<file path="config.mk">
export PLATFORM = sky130hd
export DESIGN_NAME = bp_cce_mem_arbiter
export DESIGN_NICKNAME = d
export VERILOG_FILES = /design/src/rtl/bp_cce_mem_arbiter.sv
export SDC_FILE = /design/constraint.sdc
export NUM_CORES = 1
export LEC_CHECK = 0
export CAP_MARGIN = 25
export CORE_AREA = 3 3 131 133
export DETAILED_ROUTE_END_ITERATION = 6
export DIE_AREA = 0 0 134 136
export PLACE_DENSITY_LB_ADDON = 0.1
export SLEW_MARGIN = 20
export SYNTH_ARGS = -nofsm -noshare
export SYNTH_HDL_FRONTEND = slang
export SYNTH_SLANG_ARGS = --single-unit
</file>
<file path="constraint.sdc">
create_clock -name clk_i -period 2.45 [get_ports clk_i]
set_input_delay 0.245 -clock clk_i [delete_from_list [all_inputs] [get_ports clk_i]]
set_output_delay 0.245 -clock clk_i [all_outputs]
set_load 0.05 [all_outputs]
</file>
<file path="src/rtl/bp_cce_mem_arbiter.sv">
`timescale 1ns/1ps
// bp_cce_mem_arbiter: shares one mem command/response channel pair among num_cce_p CCEs.
// Commands are granted round-robin; an in-order ID FIFO remembers the issuing CCE so
// each memory response is steered back to its owner. Both channels pass through with
// zero latency; only the round-robin pointer, FIFO state and error flag are registered.
module bp_cce_mem_arbiter #(
  parameter int unsigned num_cce_p         = 2,
  parameter int unsigned cmd_width_p       = 64,
  parameter int unsigned resp_width_p      = 64,
  parameter int unsigned max_outstanding_p = 4,
  localparam int unsigned cnt_width_lp     = $clog2(max_outstanding_p + 1)
) (
  input  logic                             clk_i,
  input  logic                             reset_n_i,
  input  logic [num_cce_p*cmd_width_p-1:0] cce_cmd_i,
  input  logic [num_cce_p-1:0]             cce_cmd_v_i,
  output logic [num_cce_p-1:0]             cce_cmd_ready_o,
  output logic [cmd_width_p-1:0]           mem_cmd_o,
  output logic                             mem_cmd_v_o,
  input  logic                             mem_cmd_ready_i,
  input  logic [resp_width_p-1:0]          mem_resp_i,
  input  logic                             mem_resp_v_i,
  output logic                             mem_resp_yumi_o,
  output logic [resp_width_p-1:0]          cce_resp_o,
  output logic [num_cce_p-1:0]             cce_resp_v_o,
  input  logic [num_cce_p-1:0]             cce_resp_yumi_i,
  output logic [cnt_width_lp-1:0]          outstanding_o,
  output logic                             err_o
);

  localparam int unsigned id_width_lp  = (num_cce_p > 1) ? $clog2(num_cce_p) : 1;
  localparam int unsigned ptr_width_lp = (max_outstanding_p > 1) ? $clog2(max_outstanding_p) : 1;

  localparam logic [cnt_width_lp-1:0] max_cnt_lp  = cnt_width_lp'(max_outstanding_p);
  localparam logic [ptr_width_lp-1:0] last_ptr_lp = ptr_width_lp'(max_outstanding_p - 1);
  localparam logic [id_width_lp-1:0]  last_id_lp  = id_width_lp'(num_cce_p - 1);

  logic [id_width_lp-1:0]  rr_ptr;
  logic [cnt_width_lp-1:0] count;
  logic [ptr_width_lp-1:0] wr_ptr;
  logic [ptr_width_lp-1:0] rd_ptr;
  logic [id_width_lp-1:0]  id_mem [max_outstanding_p];

  logic                    grant_v;
  logic [id_width_lp-1:0]  grant_id;
  logic [num_cce_p-1:0]    grant_oh;
  logic [id_width_lp-1:0]  head_id;
  logic [num_cce_p-1:0]    head_oh;
  int unsigned             cand;

  logic can_issue;
  logic fifo_empty;
  logic resp_route;
  logic push;
  logic pop;

  assign can_issue  = (count < max_cnt_lp);
  assign fifo_empty = (count == '0);
  assign head_id    = id_mem[rd_ptr];

  // Round-robin search starting at rr_ptr, wrapping modulo num_cce_p.
  always_comb begin
    grant_v  = 1'b0;
    grant_id = '0;
    grant_oh = '0;
    cand     = 0;
    for (int unsigned k = 0; k < num_cce_p; k++) begin
      cand = 32'(rr_ptr) + k;
      if (cand >= num_cce_p) cand = cand - num_cce_p;
      if (!grant_v && cce_cmd_v_i[id_width_lp'(cand)]) begin
        grant_v  = 1'b1;
        grant_id = id_width_lp'(cand);
      end
    end
    grant_oh[grant_id] = grant_v;
  end

  // One-hot decode of the owner of the oldest outstanding command.
  always_comb begin
    head_oh          = '0;
    head_oh[head_id] = 1'b1;
  end

  // Command channel: granted payload forwarded, ready only to the granted CCE.
  always_comb begin
    mem_cmd_o       = grant_v ? cce_cmd_i[32'(grant_id)*cmd_width_p +: cmd_width_p] : '0;
    mem_cmd_v_o     = reset_n_i & can_issue & grant_v;
    cce_cmd_ready_o = (reset_n_i & can_issue & mem_cmd_ready_i) ? grant_oh : '0;
  end

  // Response channel: broadcast payload, valid only to the FIFO head owner.
  always_comb begin
    resp_route      = reset_n_i & ~fifo_empty & mem_resp_v_i;
    cce_resp_o      = mem_resp_i;
    cce_resp_v_o    = resp_route ? head_oh : '0;
    mem_resp_yumi_o = resp_route & cce_resp_yumi_i[head_id];
  end

  assign push          = mem_cmd_v_o & mem_cmd_ready_i;
  assign pop           = mem_resp_yumi_o;
  assign outstanding_o = count;

  // Arbitration pointer, FIFO pointers, outstanding count and sticky orphan flag.
  always_ff @(posedge clk_i or negedge reset_n_i) begin
    if (!reset_n_i) begin
      rr_ptr <= '0;
      count  <= '0;
      wr_ptr <= '0;
      rd_ptr <= '0;
      err_o  <= 1'b0;
    end else begin
      if (push) begin
        rr_ptr <= (grant_id == last_id_lp) ? '0 : grant_id + id_width_lp'(1);
        wr_ptr <= (wr_ptr == last_ptr_lp) ? '0 : wr_ptr + ptr_width_lp'(1);
      end
      if (pop) begin
        rd_ptr <= (rd_ptr == last_ptr_lp) ? '0 : rd_ptr + ptr_width_lp'(1);
      end
      if (push && !pop) begin
        count <= count + cnt_width_lp'(1);
      end else if (pop && !push) begin
        count <= count - cnt_width_lp'(1);
      end
      if (mem_resp_v_i && fifo_empty) begin
        err_o <= 1'b1;
      end
    end
  end

  // ID storage; contents are only meaningful between the FIFO pointers.
  always_ff @(posedge clk_i) begin
    if (push) begin
      id_mem[wr_ptr] <= grant_id;
    end
  end

endmodule
</file>
Word level (Yosys, flattened, before mapping)

Memory sizes are Yosys's and may differ from the RTL's.
Index checks and enable logic that the tools add are counted.

Output and inout port bits: 138
Memories kept: 1
Flip-flop bits (word level): 9
Input bits: 200
Memory bits (writable): 4
Word-level logic and storage cells: 72

Bitwise operators: 9
Add/subtract/negate cells: 8
$lt $le $gt $ge: 9
Shifts and indexed selects: 1
Reductions and logical operators: 11
Eq/ne operators: 2
Multiplexer cells: 26

Memories:

| memory | words | width | read ports | clocked after memory_dff | wr ports | line | source |
|---|---|---|---|---|---|---|---|
| id_mem | 4     | 1     | 1          | 0                        | 1        | 42   | `logic [id_width_lp-1:0] id_mem [max_outstanding_p];` |

Operators by type and width:

| kind                                                                  | number |
|---|---|
| 128-bit by 8-bit variable part select with 64-bit output              | 1 |
| 64-bit 2-to-1 mux                                                     | 1 |
| 1-bit 2-to-1 mux                                                      | 17 |
| 1-bit by 2-bit < comparator with 1-bit output, second input constant  | 4 |
| 2-bit 2-to-1 mux                                                      | 4 |
| 1-bit AND                                                             | 7 |
| 1-bit logical AND                                                     | 6 |
| 3-bit 2-to-1 mux                                                      | 2 |
| 2-bit by 1-bit adder with 2-bit output, second input constant         | 2 |
| 2-bit == test, second input constant                                  | 2 |
| 3-bit by 1-bit adder with 3-bit output, second input constant         | 1 |
| 1-bit zero test                                                       | 3 |
| 3-bit zero test                                                       | 1 |
| 3-bit < comparator, second input constant                             | 1 |
| 3-bit by 1-bit subtractor with 3-bit output, second input constant    | 1 |
| 1-bit by 1-bit adder with 2-bit output, second input constant         | 1 |
| 2-bit AND                                                             | 1 |
| 1-bit demux with 1-bit select                                         | 2 |
| 1-bit >= comparator, second input constant                            | 2 |
| 1-bit by 2-bit >= comparator with 1-bit output, second input constant | 1 |
| 2-bit >= comparator, second input constant                            | 1 |
| 2-bit nonzero test                                                    | 1 |
| 1-bit subtractor, second input constant                               | 2 |
| 1-bit adder, second input constant                                    | 1 |
| 1-bit NOT                                                             | 1 |

Longest topological paths before layout

Gate-level depths: netlist of run 1.

Depth after elaboration: 14
Mapped depth: 10
Mapped depth without buffers: 10

Worst setup path before layout of run 1

OpenSTA, ideal clock, no wires.

Kind: flip-flop to flip-flop
Start: register count[0] (netlist: outstanding_o[0])
End: register count[1] (netlist: outstanding_o[1])
Buffers on the path: 0
Cell stages (with the launch flop): 9
Path slack: -0.278 ns
Arrival: 2.604 ns
Library setup time: 0.125 ns
Path through: dfrtp_1 nor3_1 nand3b_1 nor2_2 inv_1 ha_1 inv_1 fa_1 mux2_2

Cells in the longest elaborated chain, start to end: 8
Elaborated cells on any way between the ends: 18

RTL lines:

| element                                                | line | source |
|---|---|---|
| from (decl)                                            | 39   | `logic [cnt_width_lp-1:0] count;` |
| from (signal assigned)                                 | 120  | `count <= count + cnt_width_lp'(1);` |
| from (signal assigned)                                 | 122  | `count <= count - cnt_width_lp'(1);` |
| 3-bit zero test *                                      | 58   | `assign fifo_empty = (count == '0);` |
| 1-bit NOT *                                            | 93   | `resp_route = reset_n_i & ~fifo_empty & mem_resp_v_i;` |
| 1-bit AND * (2 in a row)                               | 93   |  |
| 1-bit AND *                                            | 96   | `mem_resp_yumi_o = resp_route & cce_resp_yumi_i[head_id];` |
| named net mem_resp_yumi_o                              | 23   | `output logic mem_resp_yumi_o,` |
| 1-bit zero test                                        | 119  | `if (push && !pop) begin` |
| 1-bit logical AND                                      | 119  |  |
| 3-bit 2-to-1 mux or 2-bit nonzero test (tied branches) | --   |  |

The timed path passes the listed nets; every way through them passes the cells marked *. The select of a mux whose other input is x is not followed.
A chain may end at the register's enable or synchronous reset.

Final worst setup path of run 1

Start: register rd_ptr[0]
End: register count[1] (netlist: outstanding_o[1])

Cells in the longest elaborated chain, start to end: 7
Elaborated cells on any way between the ends: 9

RTL lines:

| element                                                | line | source |
|---|---|---|
| from (decl)                                            | 41   | `logic [ptr_width_lp-1:0] rd_ptr;` |
| from (signal assigned)                                 | 117  | `rd_ptr <= (rd_ptr == last_ptr_lp) ? '0 : rd_ptr + ptr_width_lp'(1);` |
| memory read 4 x 1 bit *                                | --   |  |
| 1-bit 2-to-1 mux (implied by the code) * (2 in a row)  | 96   |  |
| 1-bit AND *                                            | 96   |  |
| 1-bit zero test                                        | 119  |  |
| 1-bit logical AND                                      | 119  |  |
| 3-bit 2-to-1 mux or 2-bit nonzero test (tied branches) | --   |  |

Mark *: on every way between the ends. The rest lies on a longest branch, timed or not. The select of a mux whose other input is x is not followed.

==> reports/results.txt, run 1 <==
The routed wirelength normalized by instance count was 14.0 µm; the die outline height was 136 µm. Slowest stage cell on the critical path: mux4_2. The source-to-sink clock delay at the later pin of the worst-skew pair came out at 240 ps. Of the available clock period, the critical path in the final layout requires 93.8%. The logs give 0 for the number of antenna diodes and 26 for the count of unique library cells instantiated by Yosys. Once routing completed, OpenROAD measured the worst setup slack at 151 ps. Counting flops with a built-in enable in the synthesized netlist gives 4.

The run gives 2731 as the via count of the first global-routing pass. Derived from the worst setup path, the maximum achievable clock frequency is 435 MHz. The synthesized area per cell works out to 6.12 µm². At the end of routability-driven placement, the weighted congestion stood at 0.710. After detailed routing, the number of remaining DRC violations is 0.

The largest single stage delay on the critical path is 570 ps. Walking the worst path, the cells encountered are mux4_2 > mux2i_4 > nor2_4 > inv_2 > ha_4 > inv_1 > fa_2 > mux2_2. After filler insertion, the fill cell instance count of the layout stands at 1799. For the worst relative slew slack, the log shows 59.2%. The worst-case IR drop observed on VDD is 0.000328 V. In this run the horizontal extent of the chip is 134 µm.

The design draws 2.67 mW. Number of buffer and inverter stages on the critical path: 2. In this run the worst hold path is classified as input pin to asynchronous set/reset pin. Leaving out fill and tap cells, the most frequent cells in the layout are 138 x clkdlybuf4s50_1, 130 x nand2_1, 77 x buf_4. The area of the multi-input gates was 1170 µm². Number of H-tree levels: 1. Clock tree root buffer cell: clkbuf_16. Sequential cells were found to cover 16.7% of the synthesized design area. The detailed router's first-iteration violation count was 52; the setup slack of the worst register-to-register path was 150 ps.

STA classifies the critical path endpoint as a flop. The largest fanout on the critical path is 3. OpenSTA, run right after detailed placement, puts the worst setup slack at 50.3 ps. The kind of start point of the critical path was a flop.

The synthesized net count is 544. The final number of max-transition violations was 0. The number of antenna violations at the first check in global routing came out at 0. The flip-flop and latch count after synthesis works out to 13. The pre-antenna-repair detailed-routing pass consisted of 4 iterations.

In this run the static leakage power is 1.86 nW. The worst endpoint data arrival time was 2420 ps; the depth of the worst register-to-register path was 8. In the final layout, the share of cells above drive strength 1 is 20.3%.

The flow ran to the end, and the final reports show no timing, DRC or antenna violations. Buffers inserted during clock tree synthesis total 3. The net count of the finished layout is 685. After technology mapping, the gate count stands at 337. TritonCTS built the clock tree.

Count of input and output buffers: 209. The count of yosys warnings during synthesis is 0. The logs give 46 for the number of placement rows and 0 for the total setup violations reported at the end of the flow. The final-report hold violation count is 0, and the transition time of the tightest slew-check pin is 604 ps. The reg-to-reg startpoint is rd_ptr[0].

The logs give 12.9% for the initial core utilization and 2060 µm² for the post-synth design cell area. The worst path needs 2300 ps of the cycle, external delays included. The library cell used most frequently in the layout, excluding fill and tap cells, is clkdlybuf4s50_1. The die covers 18200 µm². Power spread over the standard cell area amounts to 672 nW/µm². For the clock tree skew after final layout, the log shows 2.10 ps. The share of flip-flops with an asynchronous set or reset after synthesis works out to 69.2%.

The area overhead of the layout relative to synthesis works out to 92.6%. The total overflow left after global routing is 0. The final standard cell utilization of the core is 24.9%, and the first-pass GRT wire length is 14.4 mm. Global routing used 9.69% of the available tracks across all layers. The core box area was 15900 µm²; the worst hold slack was 397 ps.

338 I/O pins were placed. The sequential cells in the finished layout cover a total of 347 µm². Max-cap violations in this run came to 0. Total via count in the routed design: 2590. The register clock-pin slew on the reported worst setup and hold paths was 50 ps. The total wire length after detailed routing came out at 9.73 mm. Once detailed placement completed, the half-perimeter wirelength came to 8.30 mm.

Final sum of negative setup slack: 0 ps. Setup repair after global routing left no endpoint under its margin. The tools report the largest buffer count on any clock path as 2.

The critical path is of the flop to flop type. The residual antenna-violating net count after detailed routing was 0; the largest net degree at the start of global routing was 46. The family with the most delay on the worst path was multiplexers. At the worst endpoint, the required time is 2570 ps.

Among all flip-flop cells after synthesis, the most frequent one is dfrtp_1. After detailed routing, the number of vias per cell comes to 3.74. Endpoint of the worst-slack reg-to-reg timing path: outstanding_o[1].

The tree built by TritonCTS fans out to 13 sinks.
==> worst max-delay path by stage <==
stage,startpoint,end,slack [ps],depth (start not counted)
floorplan,rd_ptr[0],outstanding_o[1],-70,8
global placement,rd_ptr[0],outstanding_o[2],80,10
detailed placement,rd_ptr[0],outstanding_o[2],50,10
CTS,rd_ptr[0],outstanding_o[2],40,10
global route,rd_ptr[0],outstanding_o[2],4,10
finish,rd_ptr[0],outstanding_o[1],150,8
==> cell families after synthesis <==
family	after synthesis	synth area share (%)
compound gates	4	1.09
buf+inv	92	28.7
xor+xnor	3	1.27
mux	5	3.22
flops	13	16.7
fa+ha+maj	7	4.61
simple gates	213	44.4
==> worst register-to-register path, cell delays in order, from the launching register on <==
cell and delay [ps]:
dfrtp_1 360, mux4_2 570, mux2i_4 220, nor2_4 90
inv_2 50, ha_4 150, inv_1 60, fa_2 420
mux2_2 260
==> flip-flops by register name (all words and copies together) (netlist names) <==
register	flops
id_mem	4
outstanding_o	3
wr_ptr	2
rr_ptr	1
err_o	1
rd_ptr	2
==> synthesized netlist by cell type (2+ instances only) <==
cell type	count	area, µm²
o21ai_0	3	15.0
buf_4	64	480
clkbuf_1	17	63.8
xor2_1	2	17.5
dfrtp_1	9	225
nor2_1	7	26.3
edfxtp_1	4	120
buf_2	5	25.0
nand3_1	64	320
and2_1	6	37.5
nand2_1	130	488
inv_1	6	22.5
ha_1	6	75.1
mux2_1	2	22.5
==> stage by stage <==
| stage | area, µm² | std cells |
|---|---|---|
| after floorplan | 2070 | 337 |
| after global placement | 3860 | 688 |
| after detailed placement | 3860 | 688 |
| after CTS | 3940 | 692 |
| after global routing | 3970 | 693 |
| final | 3970 | 693 |
==> report_power, final <==
part           internal [mW]  switching [mW]
combinational          0.751            1.22
clock                  0.219          0.0862
sequential             0.308          0.0797
==> repair_timing <==
item                                    CTS  global route
buffers inserted                          0             1
endpoints found under the setup margin    0             2
hold buffers                              0             0
resized for setup                         0             6
==> layer usage <==
metal	up-vias	wire [µm]	share of wire, %	track usage, %
li1	1289	-	-	-
met5	-	0	0	0
met1	1150	3220	33	9.84
met3	8	994	10	4.03
met4	0	196	2.0	2.23
met2	143	5320	55	18.4
==> layout make-up <==
| type | instances | area share (%) |
|---|---|---|
| repair buffers | 222 | 52.5 |
| well taps | 216 | 6.81 |
| clock buffers | 4 | 1.98 |
| flip-flops and latches | 13 | 8.73 |
| inverters | 6 | 0.567 |
| multi-input cells | 232 | 29.4 |
Note: power is estimated with default switching activity, not from simulation.
==> inputs of run 2 (changes only) <==
--- a/config.mk
+++ b/config.mk
@@ -6,9 +6,11 @@
 export NUM_CORES = 1
 export LEC_CHECK = 0
 export CAP_MARGIN = 25
-export CORE_AREA = 3 3 131 133
+export CELL_PAD_IN_SITES_DETAIL_PLACEMENT = 0
+export CELL_PAD_IN_SITES_GLOBAL_PLACEMENT = 1
+export CORE_MARGIN = 3
+export CORE_UTILIZATION = 12
 export DETAILED_ROUTE_END_ITERATION = 6
-export DIE_AREA = 0 0 134 136
 export PLACE_DENSITY_LB_ADDON = 0.1
 export SLEW_MARGIN = 20
 export SYNTH_ARGS = -nofsm -noshare
==> run 2 against run 1 <==
Design area up 2.4%; cell count up 0.29%; via count down 1.6%; clock-buffer cell count unchanged; worst hold slack worse by 40 ps; clock power about the same; sequential power up 2%.
==> reports/results.txt, run 2 (synthesis results as in run 1) <==
The run finished with clean final reports. The tools report the register share of total power as 14.6%. The final standard cell utilization of the core is 24.3%, and the largest fanout on the critical path is 4. The fmax was 419 MHz.

The logs give 65 for the largest net degree at the start of global routing and 1.40 mW for the switching power. The path class of the tightest hold or removal check is input pin to asynchronous set/reset pin. For the count of maximum capacitance violations, the log shows 0. The run gives 2570 ps as the endpoint required time on the critical path.

The register clock-pin slew on the reported worst setup and hold paths is 50 ps, and the source-to-sink clock delay at the later pin of the worst-skew pair is 240 ps. TritonCTS built the clock tree. The final number of max-transition violations was 0; the die outline area was 18800 µm². The number of cells in the finished layout apart from fillers was 695. The largest buffer count on any clock path came out at 2.

After filler insertion, the fill cell instance count of the layout stands at 1890. The transition time of the tightest slew-check pin works out to 691 ps. The switching share of total power is 51.5%. STA classifies the critical path endpoint as a flop. The total I/O pin count was 338. For this block, the via count after detailed routing is 2549. Per report_power, the clock group accounts for 11.2% of the total. Setup violations remaining at the end of the flow were counted as 0. The logs give 0 for the count of unresolved DRC violations after routing and 47 for the number of placement rows.

The register with the most flip-flops in the layout has 4 of them. The tools report the first-pass GRT wire length as 14.1 mm. In this run, the combinational gates consume 74.2% of the power. met2 is the most crowded layer.

The overall power after layout is 2.72 mW. The die is 137 µm wide. Once the floorplan was initialized, standard cells occupied 12.3% of the core. Number of H-tree levels: 1. For the iteration count of the initial detailed-routing pass, the log shows 4. The tools report the kind of start point of the critical path as a flop.

The fraction of met2 tracks used by global routing was 16.0%. The ratio of total power to cell area was 670 nW/µm²; the detailed router's first-iteration violation count was 95. The detailed-route vias per instance works out to 3.67.

Type of the worst setup path: flop to flop. In the final layout, the multi-input gates occupy 1170 µm². 0 antenna diodes ended up in the layout. For the final-report hold violation count, the log shows 0.

Counting every sink on the clock net gives 13. In this run the tool buffered the top-level ports with 209 buffer cells. The clock period minus worst slack works out to 2390 ps. The wire-length estimate of the detail-placed layout is 7.42 mm. The net count of the finished layout is 683. The period utilization is 97.4%, and the routability congestion estimate from global placement is 0.704. For this run, global-route usage on met3 was measured as 4.34%.

Of the cells placed in the final design, the portion with a size suffix greater than 1 is 20.2%. In the final layout, flip-flops and latches occupy 347 µm². The tools report the via count of the first global-routing pass as 2565. Across the VDD grid, the largest voltage drop is 0.000480 V.

The most common cell after layout, fill and taps aside is clkdlybuf4s50_1. The core box area came out at 16700 µm². Relative to the synthesized area, the layout overhead comes to 97.1%. Global routing usage on met1: 10.8%. For the total routing usage reported by global routing, the log shows 9.32%. In this run the vertical extent of the chip is 137 µm. The run gives 3 as the number of buffers inserted during clock tree synthesis. For the worst setup path, the data arrival time is 2510 ps. The routed wirelength normalized by instance count is 13.3 µm. The clock tree root buffer cell is clkbuf_16.

Across the routed clock network, the largest skew measured is 4.62 ps. The residual antenna-violating net count after detailed routing is 0, and the total congestion overflow is 0. Hold repair after CTS inserted 0 buffers. The number of antenna violations at the first check in global routing is 0.

The leakage power of the design was 1.89 nW. Internal power comes to 1.32 mW. Setup repair after global routing could not meet its margin everywhere.

After detailed routing, the total wire length is 9.28 mm. In this run the tightest slew margin relative to its limit is 53.9%. The number of placed instances, taps included was 690. The top register by number of flip-flops was id_mem. The library cells used most frequently in the layout, excluding fill and tap cells, are 138 x clkdlybuf4s50_1, 130 x nand2_1, 67 x buf_4.
## run 2: changes by cell type in the layout (fill, tap and decap cells not counted), sizes merged
cell,delta
buf,-2
## run 2: timing repair
item	4_1_cts	5_1_grt
setup buffers	0	1
pin swaps	0	2
endpoints found under the setup margin	1	2
resized for setup	1	7
## run 2: metrics by stage
step | hold WS [ps] | area, µm² | setup WS, ps | TNS [ps]
after floorplan | -50.6 | 2070 | -74.6 | -74.6
after global placement | 461 | 3950 | 29.3 | 0
after detailed placement | 451 | 3950 | -5.33 | -5.33
after CTS | 369 | 4030 | 3.22 | 0
after global routing | 384 | 4070 | -45.0 | -50.9
final | 358 | 4070 | 64.2 | 0
## run 2: worst paths after layout
check                      startpoint               end  slack [ps]  cells past startpoint
setup / recovery            rd_ptr[0]  outstanding_o[1]          60                      8
hold / removal              reset_n_i             err_o         360                      2
setup reg to reg            rd_ptr[0]  outstanding_o[1]          60                      8
hold reg to reg                 err_o             err_o         460                      1
max in group asynchronous   reset_n_i  outstanding_o[0]        1930                      2
min in group clk_i              err_o             err_o         460                      1
## run 2: per-layer routing
metal	vias to the layer above	share of wire (%)
met5	-	0
met3	9	12
met4	0	0.75
met1	1096	38
met2	160	49
li1	1284	-
## run 2: final cells by class
type                            count  area share (%)
Timing Repair Buffer              220            53.4
Sequential cell                    13            8.53
Multi-Input combinational cell    232            28.8
Inverter                            6           0.554
Tap cell                          220            6.77
Clock buffer                        4            1.94
## run 2: power groups by stage
stage               Sequential (mW)  Clock, mW  Combinational [mW]
global route                  0.417      0.328                2.17
global placement              0.395          0                2.01
detailed placement            0.402          0                2.01
finish                        0.397      0.305                2.02
CTS                           0.399      0.315                2.02
floorplan                     0.490          0                1.36
## run 2: worst max-delay path, stage by stage (launching register included)
cell and delay [ps]:
dfrtp_1 400, mux4_2 590, mux2i_4 220, nor2_4 120, inv_2 50, ha_4 150
inv_2 40, fa_2 420, mux2_4 280
